### config.mk
export PLATFORM = sky130hd
export DESIGN_NAME = arcade_input_cond
export DESIGN_NICKNAME = d
export VERILOG_FILES = /design/src/rtl/arcade_input_cond.sv
export SDC_FILE = /design/constraint.sdc
export NUM_CORES = 1
export LEC_CHECK = 0
export ABC_AREA = 1
export BUFFER_PORTS_ARGS = -buffer_cell sky130_fd_sc_hd__buf_2
export CAP_MARGIN = 15
export CORE_ASPECT_RATIO = 1.1
export CORE_MARGIN = 2
export CORE_UTILIZATION = 55
export DETAILED_ROUTE_END_ITERATION = 8
export GPL_TIMING_DRIVEN = 0
export PLACE_DENSITY = 0.79
export SLEW_MARGIN = 5
export SYNTH_ARGS = -nofsm -noshare
export SYNTH_HDL_FRONTEND = slang
export SYNTH_SLANG_ARGS = --single-unit
### constraint.sdc
create_clock -name clk_sys -period 2 [get_ports clk_sys]
set_input_delay 0.2 -clock clk_sys [delete_from_list [all_inputs] [get_ports clk_sys]]
set_output_delay 0.2 -clock clk_sys [all_outputs]
set_load 0.05 [all_outputs]
### src/rtl/arcade_input_cond.sv
// arcade_input_cond: PS/2 key and joystick conditioning for the arcade core, with paced coin pulses.
// Build option AUTOFIRE_EN: pad bit 8 gates a square-wave autofire onto the fire outputs.
module arcade_input_cond #(
  parameter int unsigned COIN_PULSE = 120000,
  parameter int unsigned COIN_GAP   = 120000,
  parameter int unsigned AF_DIV     = 600000
) (
  input  logic        clk_sys,
  input  logic        reset,
  input  logic [10:0] ps2_key,
  input  logic [15:0] joystick_0,
  input  logic [15:0] joystick_1,
  input  logic        rotate,
  output logic        up1,
  output logic        down1,
  output logic        left1,
  output logic        right1,
  output logic        fire1,
  output logic        up2,
  output logic        down2,
  output logic        left2,
  output logic        right2,
  output logic        fire2,
  output logic        start1,
  output logic        start2,
  output logic        coin1,
  output logic        test
);

  localparam int unsigned MAX_CG  = (COIN_PULSE > COIN_GAP) ? COIN_PULSE : COIN_GAP;
  localparam int unsigned MAX_CNT = (AF_DIV > MAX_CG) ? AF_DIV : MAX_CG;
  localparam int unsigned CNT_W   = (MAX_CNT > 1) ? $clog2(MAX_CNT) : 1;

  localparam int unsigned K_N  = 14;
  localparam int unsigned K_UP = 0;
  localparam int unsigned K_DN = 1;
  localparam int unsigned K_LF = 2;
  localparam int unsigned K_RT = 3;
  localparam int unsigned K_FI = 4;
  localparam int unsigned K_S1 = 5;
  localparam int unsigned K_S2 = 6;
  localparam int unsigned K_CO = 7;
  localparam int unsigned K_U2 = 8;
  localparam int unsigned K_D2 = 9;
  localparam int unsigned K_L2 = 10;
  localparam int unsigned K_R2 = 11;
  localparam int unsigned K_F2 = 12;
  localparam int unsigned K_TS = 13;

  typedef enum logic [1:0] {S_IDLE, S_PULSE, S_GAP} coin_state_t;

  logic             tog_q;
  logic             key_evt;
  logic [K_N-1:0]   key_sel;
  logic [K_N-1:0]   keys;
  logic             u1_s, d1_s, l1_s, r1_s, u2_s, d2_s, l2_s, r2_s;
  logic             s1_m, s2_m;
  logic             af1, af2;
  logic             coin_src, coin_src_q, coin_req;
  coin_state_t      state, state_nxt;
  logic [CNT_W-1:0] cnt, cnt_nxt;
  logic             pend, pend_nxt;
  logic             coin_nxt;
  logic             unused_bits;

  assign unused_bits = ^{joystick_0[15:8], joystick_1[15:8]};
  assign key_evt     = ps2_key[10] ^ tog_q;

  // Scancode to key-latch select; codes marked plain-only are rejected when extended.
  always_comb begin
    key_sel = '0;
    case (ps2_key[7:0])
      8'h75:        key_sel[K_UP] = 1'b1;
      8'h72:        key_sel[K_DN] = 1'b1;
      8'h6B:        key_sel[K_LF] = 1'b1;
      8'h74:        key_sel[K_RT] = 1'b1;
      8'h14:        key_sel[K_FI] = 1'b1;
      8'h29:        key_sel[K_FI] = ~ps2_key[8];
      8'h05, 8'h16: key_sel[K_S1] = ~ps2_key[8];
      8'h06, 8'h1E: key_sel[K_S2] = ~ps2_key[8];
      8'h2E, 8'h36: key_sel[K_CO] = ~ps2_key[8];
      8'h2D:        key_sel[K_U2] = 1'b1;
      8'h2B:        key_sel[K_D2] = 1'b1;
      8'h23:        key_sel[K_L2] = 1'b1;
      8'h34:        key_sel[K_R2] = 1'b1;
      8'h1C:        key_sel[K_F2] = 1'b1;
      8'h2C:        key_sel[K_TS] = ~ps2_key[8];
      default:      key_sel = '0;
    endcase
  end

  // Toggle copy loads the live input on reset so no event is seen on release.
  always_ff @(posedge clk_sys) begin
    if (reset) begin
      tog_q      <= ps2_key[10];
      keys       <= '0;
      coin_src_q <= 1'b0;
    end else begin
      tog_q      <= ps2_key[10];
      coin_src_q <= coin_src;
      if (key_evt) keys <= (keys & ~key_sel) | (key_sel & {K_N{ps2_key[9]}});
    end
  end

  always_comb begin
    u1_s     = keys[K_UP] | joystick_0[3];
    d1_s     = keys[K_DN] | joystick_0[2];
    l1_s     = keys[K_LF] | joystick_0[1];
    r1_s     = keys[K_RT] | joystick_0[0];
    u2_s     = keys[K_U2] | joystick_1[3];
    d2_s     = keys[K_D2] | joystick_1[2];
    l2_s     = keys[K_L2] | joystick_1[1];
    r2_s     = keys[K_R2] | joystick_1[0];
    s1_m     = keys[K_S1] | joystick_0[5] | joystick_1[5];
    s2_m     = keys[K_S2] | joystick_0[6] | joystick_1[6];
    coin_src = keys[K_CO] | joystick_0[7] | joystick_1[7] | s1_m | s2_m;
    coin_req = coin_src & ~coin_src_q;
  end

`ifdef AUTOFIRE_EN
  logic [CNT_W-1:0] af_cnt;
  logic             af_ph;

  // Free-running half-period divider for the autofire square wave.
  always_ff @(posedge clk_sys) begin
    if (reset) begin
      af_cnt <= '0;
      af_ph  <= 1'b0;
    end else if (af_cnt == CNT_W'(AF_DIV - 1)) begin
      af_cnt <= '0;
      af_ph  <= ~af_ph;
    end else begin
      af_cnt <= af_cnt + CNT_W'(1);
    end
  end

  assign af1 = joystick_0[8] & af_ph;
  assign af2 = joystick_1[8] & af_ph;
`else
  assign af1 = 1'b0;
  assign af2 = 1'b0;
`endif

  // Coin FSM state register.
  always_ff @(posedge clk_sys) begin
    if (reset) begin
      state <= S_IDLE;
      cnt   <= '0;
      pend  <= 1'b0;
    end else begin
      state <= state_nxt;
      cnt   <= cnt_nxt;
      pend  <= pend_nxt;
    end
  end

  // Coin FSM next state; one-deep pending request, counter reloaded on each entry.
  always_comb begin
    state_nxt = state;
    cnt_nxt   = cnt;
    pend_nxt  = pend;
    case (state)
      S_IDLE: begin
        if (coin_req) begin
          state_nxt = S_PULSE;
          cnt_nxt   = CNT_W'(COIN_PULSE - 1);
        end
      end
      S_PULSE: begin
        if (coin_req) pend_nxt = 1'b1;
        if (cnt == '0) begin
          state_nxt = S_GAP;
          cnt_nxt   = CNT_W'(COIN_GAP - 1);
        end else begin
          cnt_nxt = cnt - CNT_W'(1);
        end
      end
      S_GAP: begin
        if (cnt == '0) begin
          pend_nxt = 1'b0;
          if (pend || coin_req) begin
            state_nxt = S_PULSE;
            cnt_nxt   = CNT_W'(COIN_PULSE - 1);
          end else begin
            state_nxt = S_IDLE;
          end
        end else begin
          if (coin_req) pend_nxt = 1'b1;
          cnt_nxt = cnt - CNT_W'(1);
        end
      end
      default: state_nxt = S_IDLE;
    endcase
  end

  // Coin FSM output decode, registered below with the other controls.
  always_comb begin
    coin_nxt = (state_nxt == S_PULSE);
  end

  always_ff @(posedge clk_sys) begin
    if (reset) begin
      {up1, down1, left1, right1, fire1} <= '0;
      {up2, down2, left2, right2, fire2} <= '0;
      {start1, start2, coin1, test}      <= '0;
    end else begin
      up1    <= rotate ? l1_s : u1_s;
      down1  <= rotate ? r1_s : d1_s;
      left1  <= rotate ? d1_s : l1_s;
      right1 <= rotate ? u1_s : r1_s;
      fire1  <= keys[K_FI] | joystick_0[4] | af1;
      up2    <= rotate ? l2_s : u2_s;
      down2  <= rotate ? r2_s : d2_s;
      left2  <= rotate ? d2_s : l2_s;
      right2 <= rotate ? u2_s : r2_s;
      fire2  <= keys[K_F2] | joystick_1[4] | af2;
      start1 <= s1_m;
      start2 <= s2_m;
      coin1  <= coin_nxt;
      test   <= keys[K_TS];
    end
  end

endmodule

# == Word level (Yosys, flattened, before mapping) ==
# Index checks and enable logic that the tools add are counted.
# classes
add_sub_neg,1
eq_ne,23
mux,35
bitwise,26
n_reduce_logical,9
# ops
operator,count
$mux W20,4
$eq A8 B6 Y1 const B,8
$pmux W20 S3,1
$eq A8 B5 Y1 const B,4
$eq A8 B7 Y1 const B,4
$and A14 B14 Y14,2
$mux W1,24
$logic_not A20 Y1,1
$sub A20 B1 Y20 const B,1
$or A1 B1 Y1,18
$eq A8 B3 Y1 const B,2
$not A14 Y14,1
$or A14 B14 Y14,1
$mux W2,3
$pmux W2 S3,1
$reduce_or A2 Y1,3
$eq A2 B1 Y1 const B,2
$pmux W1 S2,2
$ne A3 B3 Y1 const B,1
$reduce_and A3 Y1,1
$reduce_bool A3 Y1,1
$eq A2 B2 Y1 const B,1
$logic_not A2 Y1,1
$ne A2 B2 Y1 const B,1
other kinds (5),6
# word_totals
regBits,53
inputBits,46
output_inout_bits,14

# == Longest topological paths before layout ==
# Gate-level depths: netlist of the first run.
# depth
depth_word,10
ltp_mapped,12
mapped_depth_nobuf,12

# == Worst setup path after synthesis of the first run ==
# Ideal clock, no wire load.
# synth_path
kind,flip-flop to flip-flop
from,reg cnt[0]
to,reg cnt[19]
setup_time_ps,131
arrival_time_ps,1468
slack_ps,401
stages_incl_launch_ff,11
n_path_buf,1
synth_period_minus_slack_ps,1599
path_cell_list,dfxtp_1 > inv_1 > ha_1 > nand2_2 > nor2_4 > nand3b_4 > nand2_1 > nand3_2 > buf_2 > nand3_1 > a21oi_2
# synth_between
elab_chain_len,3
word_cells_on_any_way,7
cone_classes,add/sub: 1; eq/ne: 1; mux: 3; reduce/logical: 2
# synth_rtl
item,line_no,rtl
start: declaration,61,"logic [CNT_W-1:0] cnt, cnt_nxt;"
start signal: assignment,152,cnt <= cnt_nxt;
$sub A20 B1 Y20 / $logic_not A20 Y1 (equally long branches),n/a,
$mux W20 (tied with other cells),179,if (cnt == '0) begin
$pmux W20 S3 / $reduce_and A3 Y1 (equally long branches),n/a,
# Parallel ways exist; a longest one is shown, timed or not.
# A chain may end at the register's enable or synchronous reset.

# == Worst setup path after layout of the first run ==
# Same ends and word-level chain as after synthesis.

==> results of run 1 <==
[worst max-delay path by stage]
stage                        start                    to  depth (start not counted)
4_1_cts        cnt[0]$_SDFFE_PP0P_  cnt[19]$_SDFFE_PP0P_                         10
2_1_floorplan  cnt[0]$_SDFFE_PP0P_  cnt[19]$_SDFFE_PP0P_                         10
3_3_place_gp   cnt[0]$_SDFFE_PP0P_  cnt[17]$_SDFFE_PP0P_                         10
3_5_place_dp   cnt[0]$_SDFFE_PP0P_  cnt[17]$_SDFFE_PP0P_                         10
6_report       cnt[0]$_SDFFE_PP0P_  cnt[19]$_SDFFE_PP0P_                         11
5_1_grt              tog_q$_DFF_P_             flip-flop                          7
[through the flow]
step / setup WS [ns] / util / instance area, um2 / total power (uW)
floorplan: 0.401 / - / 2950 / 1800
global placement: 0.106 / 0.637 / 3250 / 1990
finish: 0.121 / 0.660 / 3360 / 2720
detailed placement: 0.0894 / 0.637 / 3250 / 2000
CTS: 0.0489 / 0.657 / 3350 / 2720
global route: 0.00776 / 0.660 / 3360 / 2880
[metal layers]
layer	routed length [um]	global-route usage
met3	349	0.0447
met1	3090	0.291
met2	3590	0.469
met5	0	0
met4	231	0.100
[final cells by class]
cell class / instances / area, um2 / area share
Clock buffer: 5 / 68.8 / 0.0205
Clock inverter: 2 / 35.0 / 0.0104
Inverter: 50 / 188 / 0.0558
Tap cell: 72 / 90.1 / 0.0268
Multi-Input combinational cell: 342 / 1640 / 0.489
Sequential cell: 53 / 1060 / 0.315
Buffer: 13 / 67.6 / 0.0201
Timing Repair Buffer: 42 / 210 / 0.0625
[synth_stat cells (all sizes together)]
| cell type | count |
|---|---|
| nand2 | 92 |
| nor2 | 86 |
| dfxtp | 53 |
| nand3 | 53 |
| inv | 50 |
| a21oi | 39 |
| o21ai | 22 |
| or2 | 15 |
| nand4 | 10 |
| nor3 | 8 |
| buf | 7 |
| clkbuf | 6 |
| ha | 5 |
| a211oi | 3 |
| nand3b | 3 |
| and2 | 2 |
| a22o | 1 |
| a311oi | 1 |
| o211ai | 1 |
| xor2 | 1 |
[layout by cell type, fill, tap and decap left out, types with 4 or more instances in the layout]
master    instances
or2_2            15
dfxtp_1          53
nand4_1          10
nand2_1          90
clkbuf_8          5
nand3_1          52
ha_1              4
inv_1            50
nor2_1           83
nor3_1            8
buf_2            45
a21oi_1          37
o21ai_0          22
clkbuf_1          6
[logic make-up after synthesis]
logic type / after synthesis
AO/OA/AOI/OAI: 67
XOR/XNOR: 1
adder cells (fa/ha/maj): 5
buffers and inverters: 63
flip-flops: 53
AND/OR/NAND/NOR: 269
[timing repair]
action	4_1_cts	5_1_grt
endpoints found under the setup margin	0	20
resized for setup	0	2
hold buffers	0	0
[power by group]
group / switching (uW) / internal (uW) / leakage [uW] / total, uW
registers: 60.6 / 1130 / 0.000436 / 1190
logic: 543 / 273 / 0.00103 / 816
clock network: 354 / 364 / 0.0000540 / 719
==> flow_summary.toml, run 1 <==
[clock_network]
cts_num_sinks = 53
cts_setup_buffers = 0
cts_buffer_depth = 2
clk_pin_slew_ns = 0.10
clock_latency_ns = 0.31
cts_root_buf = "clkbuf_8"
cts_htree_levels = 2
cts_tree = "yes"
cts_made_buffers = 5

[floorplan]
ioPinCount = 60
die_w_um = 73.8
core_mm2 = 0.00510
rows = 27
die_area_mm2 = 0.00596
initial_core_util = 0.578
die_h_um = 80.8

[routing]
wirelength_um = 7260
vias_per_cell = 5.30
dr.first_iter.drc_count = 168
postRouteAntennaNets = 0
wl_per_cell_um = 12.5
drc = 0
first_pass_iters = 5
dr_total_vias = 3068

[sta]
fin_tns_setup_ns = 0
rsz0062_at_grt = "false"
whs_ns = 0.0147
fin_crit_ns = 1.88
skew_ns = 0.00759
maxSlewHeadroom = 0.624
setup_viol = 0
worstMarginPinSlew_ns = 0.563
fin_crit_sh = 0.939
slew_violations = 0
final_hold_viol_count = 0
max_clock_freq_mhz = 532

[min_path]
hold_depth = 1
min_to = "tog_q$_DFF_P_"
hp-class = "input port to flip-flop"
hold_start = "ps2_key[10]"

[global_route]
overflow = 0
grt_pass1_vias = 2826
grt_pass1_wl_um = 12000
antenna_found_initial = 0
track_usage = 0.256
grt_start_max_net_pins = 16

[yosys]
synth_top_cell_by_area = "dfxtp_1"
synth_xor_area_frac = 0.00297
syn_area_mm2 = 0.00295
synth_cell_types = 28
yosys.area.top_type_share = 0.360
synth_nets = 509
synth_compound_area_frac = 0.122
synthMuxAreaShare = 0
synthAdderAreaFrac = 0.0212
synth_top_family_by_area = "simple AND/OR/NAND/NOR gates"
synth-simple-area-share = 0.407
netlist_instances = 458
avgSynthCellArea_um2 = 6.44
ys_ff_latch = 53
yosys_warnings = 0
synth_top_cells_by_area = "dfxtp_1 (36%), nand2_1 (11%), nor2_1 (11%)"
ys_seq_area_frac = 0.360

[worst_setup_path]
reg2reg_slack_ns = 0.12
required_ns = 2.24
reg2reg_depth = 11
cp_num_buf_inv = 2
critPathSlowestCell = "dfxtp_1"
worstReg2RegEnd = "cnt[19]$_SDFFE_PP0P_"
worst-path-max-fanout = 10
cp-end-kind = "flip-flop"
critPathArrivalTime_ns = 2.12
crit_type = "flip-flop to flip-flop"
r2r_start = "cnt[0]$_SDFFE_PP0P_"
critPathTopFamily = "simple AND/OR/NAND/NOR gates"
crit_chain = "inv_1 -> ha_4 -> nand2_2 -> nor2_4 -> nand3b_4 -> nand2_1 -> nand3_2 -> nand2_2 -> buf_6 -> nand2_1 -> a21oi_2"
critPathLaunchType = "flip-flop"
slowest_delay_ns = 0.34

[placement]
port_buffers = 42
gp_congestion = 0.976
place_hpwl_um = 5400
place_inst = 572

[flow_run]
cap_violations = 0

[finish]
stdcell_count = 579
nets = 558
syn2layout_area_growth_pct = 14.1
n_fill_cell = 461
num_antenna_cells = 0
drive_gt1_frac = 0.156

[pwr]
ir_drop_uv = 415
cellPowerDensity_mw_per_mm2 = 809
power.leakage_uw = 0.00152

[run_status]
status = "completed"
Power figures use the tool's default switching activity.
==> inputs of run 2 (changes only) <==
--- a/config.mk
+++ b/config.mk
@@ -14,6 +14,7 @@
 export DETAILED_ROUTE_END_ITERATION = 8
 export GPL_TIMING_DRIVEN = 0
 export PLACE_DENSITY = 0.79
+export SETUP_SLACK_MARGIN = 0.5
 export SLEW_MARGIN = 5
 export SYNTH_ARGS = -nofsm -noshare
 export SYNTH_HDL_FRONTEND = slang
==> run 2 against run 1 <==
  * Final area is 13% higher
  * Register-to-register slack better by 0.19 ns
  * Global-route usage is 3.7 points higher
  * Worst hold slack better by 0.054 ns
  * Clock power is 13% lower
  * Sequential cell count stayed put
  * Sequential power hardly changed
  * Die area stayed put
  * Total power is 7.5% higher
  * Via count is 8.8% higher
  * Count of clock-buffer cells in the layout is 1 higher
  * Critical path type unchanged
  * Critical endpoint is now cnt[5]$_SDFFE_PP0P_
==> flow_summary.toml, run 2 (synthesis results as in run 1) <==
[run_status]
status = "completed"

[worst_setup_path]
critPathLaunchType = "flip-flop"
worst-path-max-fanout = 5
critPathArrivalTime_ns = 1.93
reg2reg_slack_ns = 0.31
r2r_start = "cnt[10]$_SDFFE_PP0P_"
reg2reg_depth = 10
required_ns = 2.24
worstReg2RegEnd = "cnt[5]$_SDFFE_PP0P_"
crit_type = "flip-flop to flip-flop"
cp-end-kind = "flip-flop"

[min_path]
hold_start = "ps2_key[10]"
min_to = "tog_q$_DFF_P_"
hp-class = "input port to flip-flop"
hold_depth = 1

[pwr]
comb_power_share = 0.372
p_total_uw = 2920
power.leakage_uw = 0.00169
seqPwrFrac = 0.414
p_switching_uw = 1130
swShare = 0.385
p_int_uw = 1800
clockPowerShare = 0.214
cellPowerDensity_mw_per_mm2 = 770
ir_drop_uv = 578

[placement]
gp_congestion = 0.919
place_hpwl_um = 5590
port_buffers = 42
place_inst = 572

[clock_network]
cts_made_buffers = 5
cts_root_buf = "clkbuf_8"
cts_num_sinks = 53
clock_latency_ns = 0.32
clk_pin_slew_ns = 0.11
cts_tree = "yes"
cts_buffer_depth = 2
cts_htree_levels = 2
cts_hold_buf = 0

[sta]
fin_crit_ns = 1.69
setup_viol = 0
final_hold_viol_count = 0
rsz0062_at_grt = "true"
fin_tns_setup_ns = 0
max_clock_freq_mhz = 590
worstMarginPinSlew_ns = 0.614
skew_ns = 0.0180
slew_violations = 0
whs_ns = 0.0689
maxSlewHeadroom = 0.591
fin_crit_sh = 0.847

[flow_run]
cap_violations = 0

[finish]
syn2layout_area_growth_pct = 28.9
num_antenna_cells = 0
final_util = 0.745
final_common_cell = "nand2_1"
mostFrequentLayoutCells = "nand2_1 (75), nor2_1 (70), nand3_1 (49)"
drive_gt1_frac = 0.322
stdcell_count = 603
nets = 581

[global_route]
track_usage = 0.293
grt_pass1_vias = 2977
antenna_found_initial = 0
overflow = 0
grt_start_max_net_pins = 17
grt_pass1_wl_um = 13600

[routing]
dr_total_vias = 3339
postRouteAntennaNets = 0
wirelength_um = 8830
first_pass_iters = 5
vias_per_cell = 5.54
drc = 0
dr.first_iter.drc_count = 276
wl_per_cell_um = 14.6

[floorplan]
die_area_mm2 = 0.00596
initial_core_util = 0.578
core_mm2 = 0.00510
die_h_um = 80.8
ioPinCount = 60
rows = 27
die_w_um = 73.8
run 2: cell types whose count changed in the layout (fill, tap and decap cells not counted), sizes merged:
cell / previous run / this run
clkbuf: 11 / 12
bufinv: 1 / 0
inv: 50 / 51
buf: 49 / 72
run 2: critical path, cell delays in order, from the launching register on:
cell      delay (ns)
dfxtp_2         0.37
nor2_2          0.17
nand2_2         0.11
nor2_4          0.14
nand3b_4        0.15
nand2_4         0.10
nand3_4         0.08
nand2_4         0.12
buf_6           0.16
nand2_1         0.06
a21oi_1         0.15
run 2: through the flow:
step / instance area (um2) / worst slack, ns
2_1_floorplan: 2970 / 0.511
3_3_place_gp: 3270 / 0.198
3_5_place_dp: 3270 / 0.173
4_1_cts: 3610 / 0.432
5_1_grt: 3800 / 0.269
6_report: 3800 / 0.306
run 2: worst max-delay path by stage:
stage | startpoint | end | depth (start not counted)
3_3_place_gp | state[0]$_SDFF_PP0_ | cnt[4]$_SDFFE_PP0P_ | 6
6_report | cnt[10]$_SDFFE_PP0P_ | cnt[5]$_SDFFE_PP0P_ | 10
3_5_place_dp | state[0]$_SDFF_PP0_ | cnt[4]$_SDFFE_PP0P_ | 6
4_1_cts | cnt[1]$_SDFFE_PP0P_ | cnt[1]$_SDFFE_PP0P_ | 11
5_1_grt | cnt[6]$_SDFFE_PP0P_ | cnt[5]$_SDFFE_PP0P_ | 10
2_1_floorplan | cnt[0]$_SDFFE_PP0P_ | cnt[18]$_SDFFE_PP0P_ | 11
run 2: what timing repair did:
action,in CTS,in global routing
setup buffers,14,7
endpoints found under the setup margin,32,30
resized for setup,46,51
gates cloned,2,0
pin swaps,16,17
run 2: cell type report:
cell class / instances / area [um2]
Timing Repair Buffer: 65 / 398
Fill cell: 412 / 1300
Buffer: 13 / 90.1
Tap cell: 72 / 90.1
Multi-Input combinational cell: 342 / 1860
Inverter: 50 / 190
Clock buffer: 6 / 72.6
Sequential cell: 53 / 1080
Clock inverter: 2 / 13.8
run 2: metal layers:
metal,up-vias,global-route usage,part of all wire
met5,-,0,0
met4,0,0.0945,0.037
met3,41,0.0409,0.063
met2,170,0.536,0.50
met1,1501,0.350,0.40
li1,1627,-,-
run 2: power by group through the flow:
stage          clock, uW  sequential, uW  combinational (uW)
2_1_floorplan          0            1260                 554
3_3_place_gp           0            1210                 798
3_5_place_dp           0            1210                 811
4_1_cts              624            1190                 941
5_1_grt              667            1220                1170
6_report             626            1210                1090
==> inputs of run 3 (changes only) <==
--- a/config.mk
+++ b/config.mk
@@ -10,10 +10,10 @@
 export CAP_MARGIN = 15
 export CORE_ASPECT_RATIO = 1.1
 export CORE_MARGIN = 2
-export CORE_UTILIZATION = 55
+export CORE_UTILIZATION = 50
 export DETAILED_ROUTE_END_ITERATION = 8
 export GPL_TIMING_DRIVEN = 0
-export PLACE_DENSITY = 0.79
+export PLACE_DENSITY = 0.76
 export SETUP_SLACK_MARGIN = 0.5
 export SLEW_MARGIN = 5
 export SYNTH_ARGS = -nofsm -noshare
==> constraint.sdc (replaced) <==
create_clock -name clk_sys -period 1.4 [get_ports clk_sys]
set_input_delay 0.14 -clock clk_sys [delete_from_list [all_inputs] [get_ports clk_sys]]
set_output_delay 0.14 -clock clk_sys [all_outputs]
set_load 0.05 [all_outputs]
==> run 3 against run 2 <==
  * The flow now finishes with violations (negative setup slack)
  * Final cell count is 1.2% higher
  * Count of clock-buffer cells in the layout stayed put
  * Core utilization is 1.4 points lower
  * Clock skew is 0.0087 ns lower
  * Routed wire length is 3.0% higher
  * Sequential cell count stayed put
  * Die area is 9.5% higher
  * Total power is 51% higher
==> flow_summary.toml, run 3 (synthesis results as in run 1) <==
[run_status]
status = "finished, violations left"
failed_checks = "negative setup slack"

[worst_setup_path]
critPathLaunchType = "flip-flop"
cp-endpoint = "cnt[7]$_SDFFE_PP0P_"
r2r_start = "cnt[8]$_SDFFE_PP0P_"
worst-path-max-fanout = 5
required_ns = 1.64
cp-startpoint = "cnt[8]$_SDFFE_PP0P_"
reg2reg_slack_ns = -0.27
worstReg2RegEnd = "cnt[7]$_SDFFE_PP0P_"
reg2reg_depth = 10
critPathArrivalTime_ns = 1.91
crit_type = "flip-flop to flip-flop"
cp-end-kind = "flip-flop"

[placement]
detailed_place.area_mm2 = 0.00337
pre_cts_slack_ns = -0.359
place_hpwl_um = 5650
port_buffers = 42
gp_congestion = 0.958
place_inst = 577

[clock_network]
cts_made_buffers = 5
cts_num_sinks = 53
cts_buffer_depth = 2
cts_htree_levels = 2
cts_root_buf = "clkbuf_8"
clk_pin_slew_ns = 0.11
clock_latency_ns = 0.32
cts_tree = "yes"

[sta]
setup_viol = 25
finalWorstSetupSlack_ns = -0.272
fin_crit_sh = 1.19
fin_tns_setup_ns = -5.38
rsz0062_at_grt = "true"
final_hold_viol_count = 0
slew_violations = 0
skew_ns = 0.00933
worstMarginPinSlew_ns = 0.699
max_clock_freq_mhz = 598
maxSlewHeadroom = 0.534
fin_crit_ns = 1.67

[flow_run]
cap_violations = 0

[floorplan]
core_mm2 = 0.00573
initial_core_util = 0.514
rows = 29
die_w_um = 77.2
ioPinCount = 60
die_h_um = 84.5
die_area_mm2 = 0.00653

[routing]
postRouteAntennaNets = 0
first_pass_iters = 6
wirelength_um = 9090
dr_total_vias = 3324
vias_per_cell = 5.45
wl_per_cell_um = 14.9
drc = 0
dr.first_iter.drc_count = 218

[finish]
syn2layout_area_growth_pct = 42.1
nets = 583
stdcell_area_mm2 = 0.00419
drive_gt1_frac = 0.400
num_antenna_cells = 0
stdcell_count = 610
mostFrequentLayoutCells = "nor2_1 (70), nand2_1 (69), nand3_1 (48)"
final_common_cell = "nor2_1"
final_util = 0.731

[pwr]
p_switching_uw = 1640
seqPwrFrac = 0.394
clockPowerShare = 0.245
swShare = 0.370
cellPowerDensity_mw_per_mm2 = 1060
p_int_uw = 2790
comb_power_share = 0.360
power.leakage_uw = 0.00183
ir_drop_uv = 561

[min_path]
hp-class = "input port to flip-flop"
hold_depth = 3
hold_start = "joystick_1[4]"

[global_route]
antenna_found_initial = 0
grt_pass1_vias = 3142
track_usage = 0.268
overflow = 0
grt_pass1_wl_um = 14200
grt_start_max_net_pins = 17
==> run 3: how the worst min path moves through the flow <==
stage | endpoint | slack, ns
after floorplan | tog_q$_DFF_P_ | 0.17
after global placement | tog_q$_DFF_P_ | 0.33
after detailed placement | tog_q$_DFF_P_ | 0.33
after CTS | fire2$_SDFF_PP0_ | 0.03
after global routing | fire2$_SDFF_PP0_ | 0.05
final | fire2$_SDFF_PP0_ | 0.02
==> run 3: what timing repair did <==
action | CTS | global route
hold buffers | 1 | 0
cloned | 2 | 0
setup buffers | 18 | 4
resized for setup | 123 | 60
endpoints found under the setup margin | 60 | 64
endpoints found under the hold margin | 1 | 0
pin swaps | 21 | 29
==> run 3: stage by stage <==
stage	total power [uW]	hold WS, ns
6_report	4420	0.0237
5_1_grt	4650	0.0454
4_1_cts	4250	0.0311
3_5_place_dp	2930	0.333
3_3_place_gp	2900	0.327
2_1_floorplan	2630	0.168
==> run 3: layer usage <==
metal	routed length, um	part of all wire	track usage	up-vias
li1	-	-	-	1639
met2	5010	0.55	0.500	85
met3	373	0.041	0.0387	17
met5	0	0	0	-
met1	3510	0.39	0.301	1583
met4	195	0.021	0.114	0
==> run 3: layout make-up <==
type	instances	area [um2]
Sequential cell	53	1100
Multi-Input combinational cell	342	2020
Clock buffer	6	72.6
Tap cell	77	96.3
Buffer	13	100
Inverter	50	193
Clock inverter	2	38.8
Fill cell	452	1540
Timing Repair Buffer	67	567
==> run 3: worst max-delay path: stages, from the launching register on <==
cell and delay, ns:
dfxtp_1 0.39, nor2_2 0.17, nand2_2 0.10, nor2_4 0.14, nand3b_4 0.13, nand2_2 0.10, nand3_4 0.10, nand2_4 0.12
buf_6 0.15, nand2_1 0.08, a21oi_1 0.12
==> run 3: power by group through the flow <==
stage | clock network (uW) | logic (uW) | registers [uW]
after detailed placement | 0 | 1190 | 1730
after floorplan | 0 | 818 | 1810
after global routing | 1150 | 1740 | 1760
after CTS | 1090 | 1440 | 1720
after global placement | 0 | 1170 | 1730
final | 1090 | 1590 | 1740
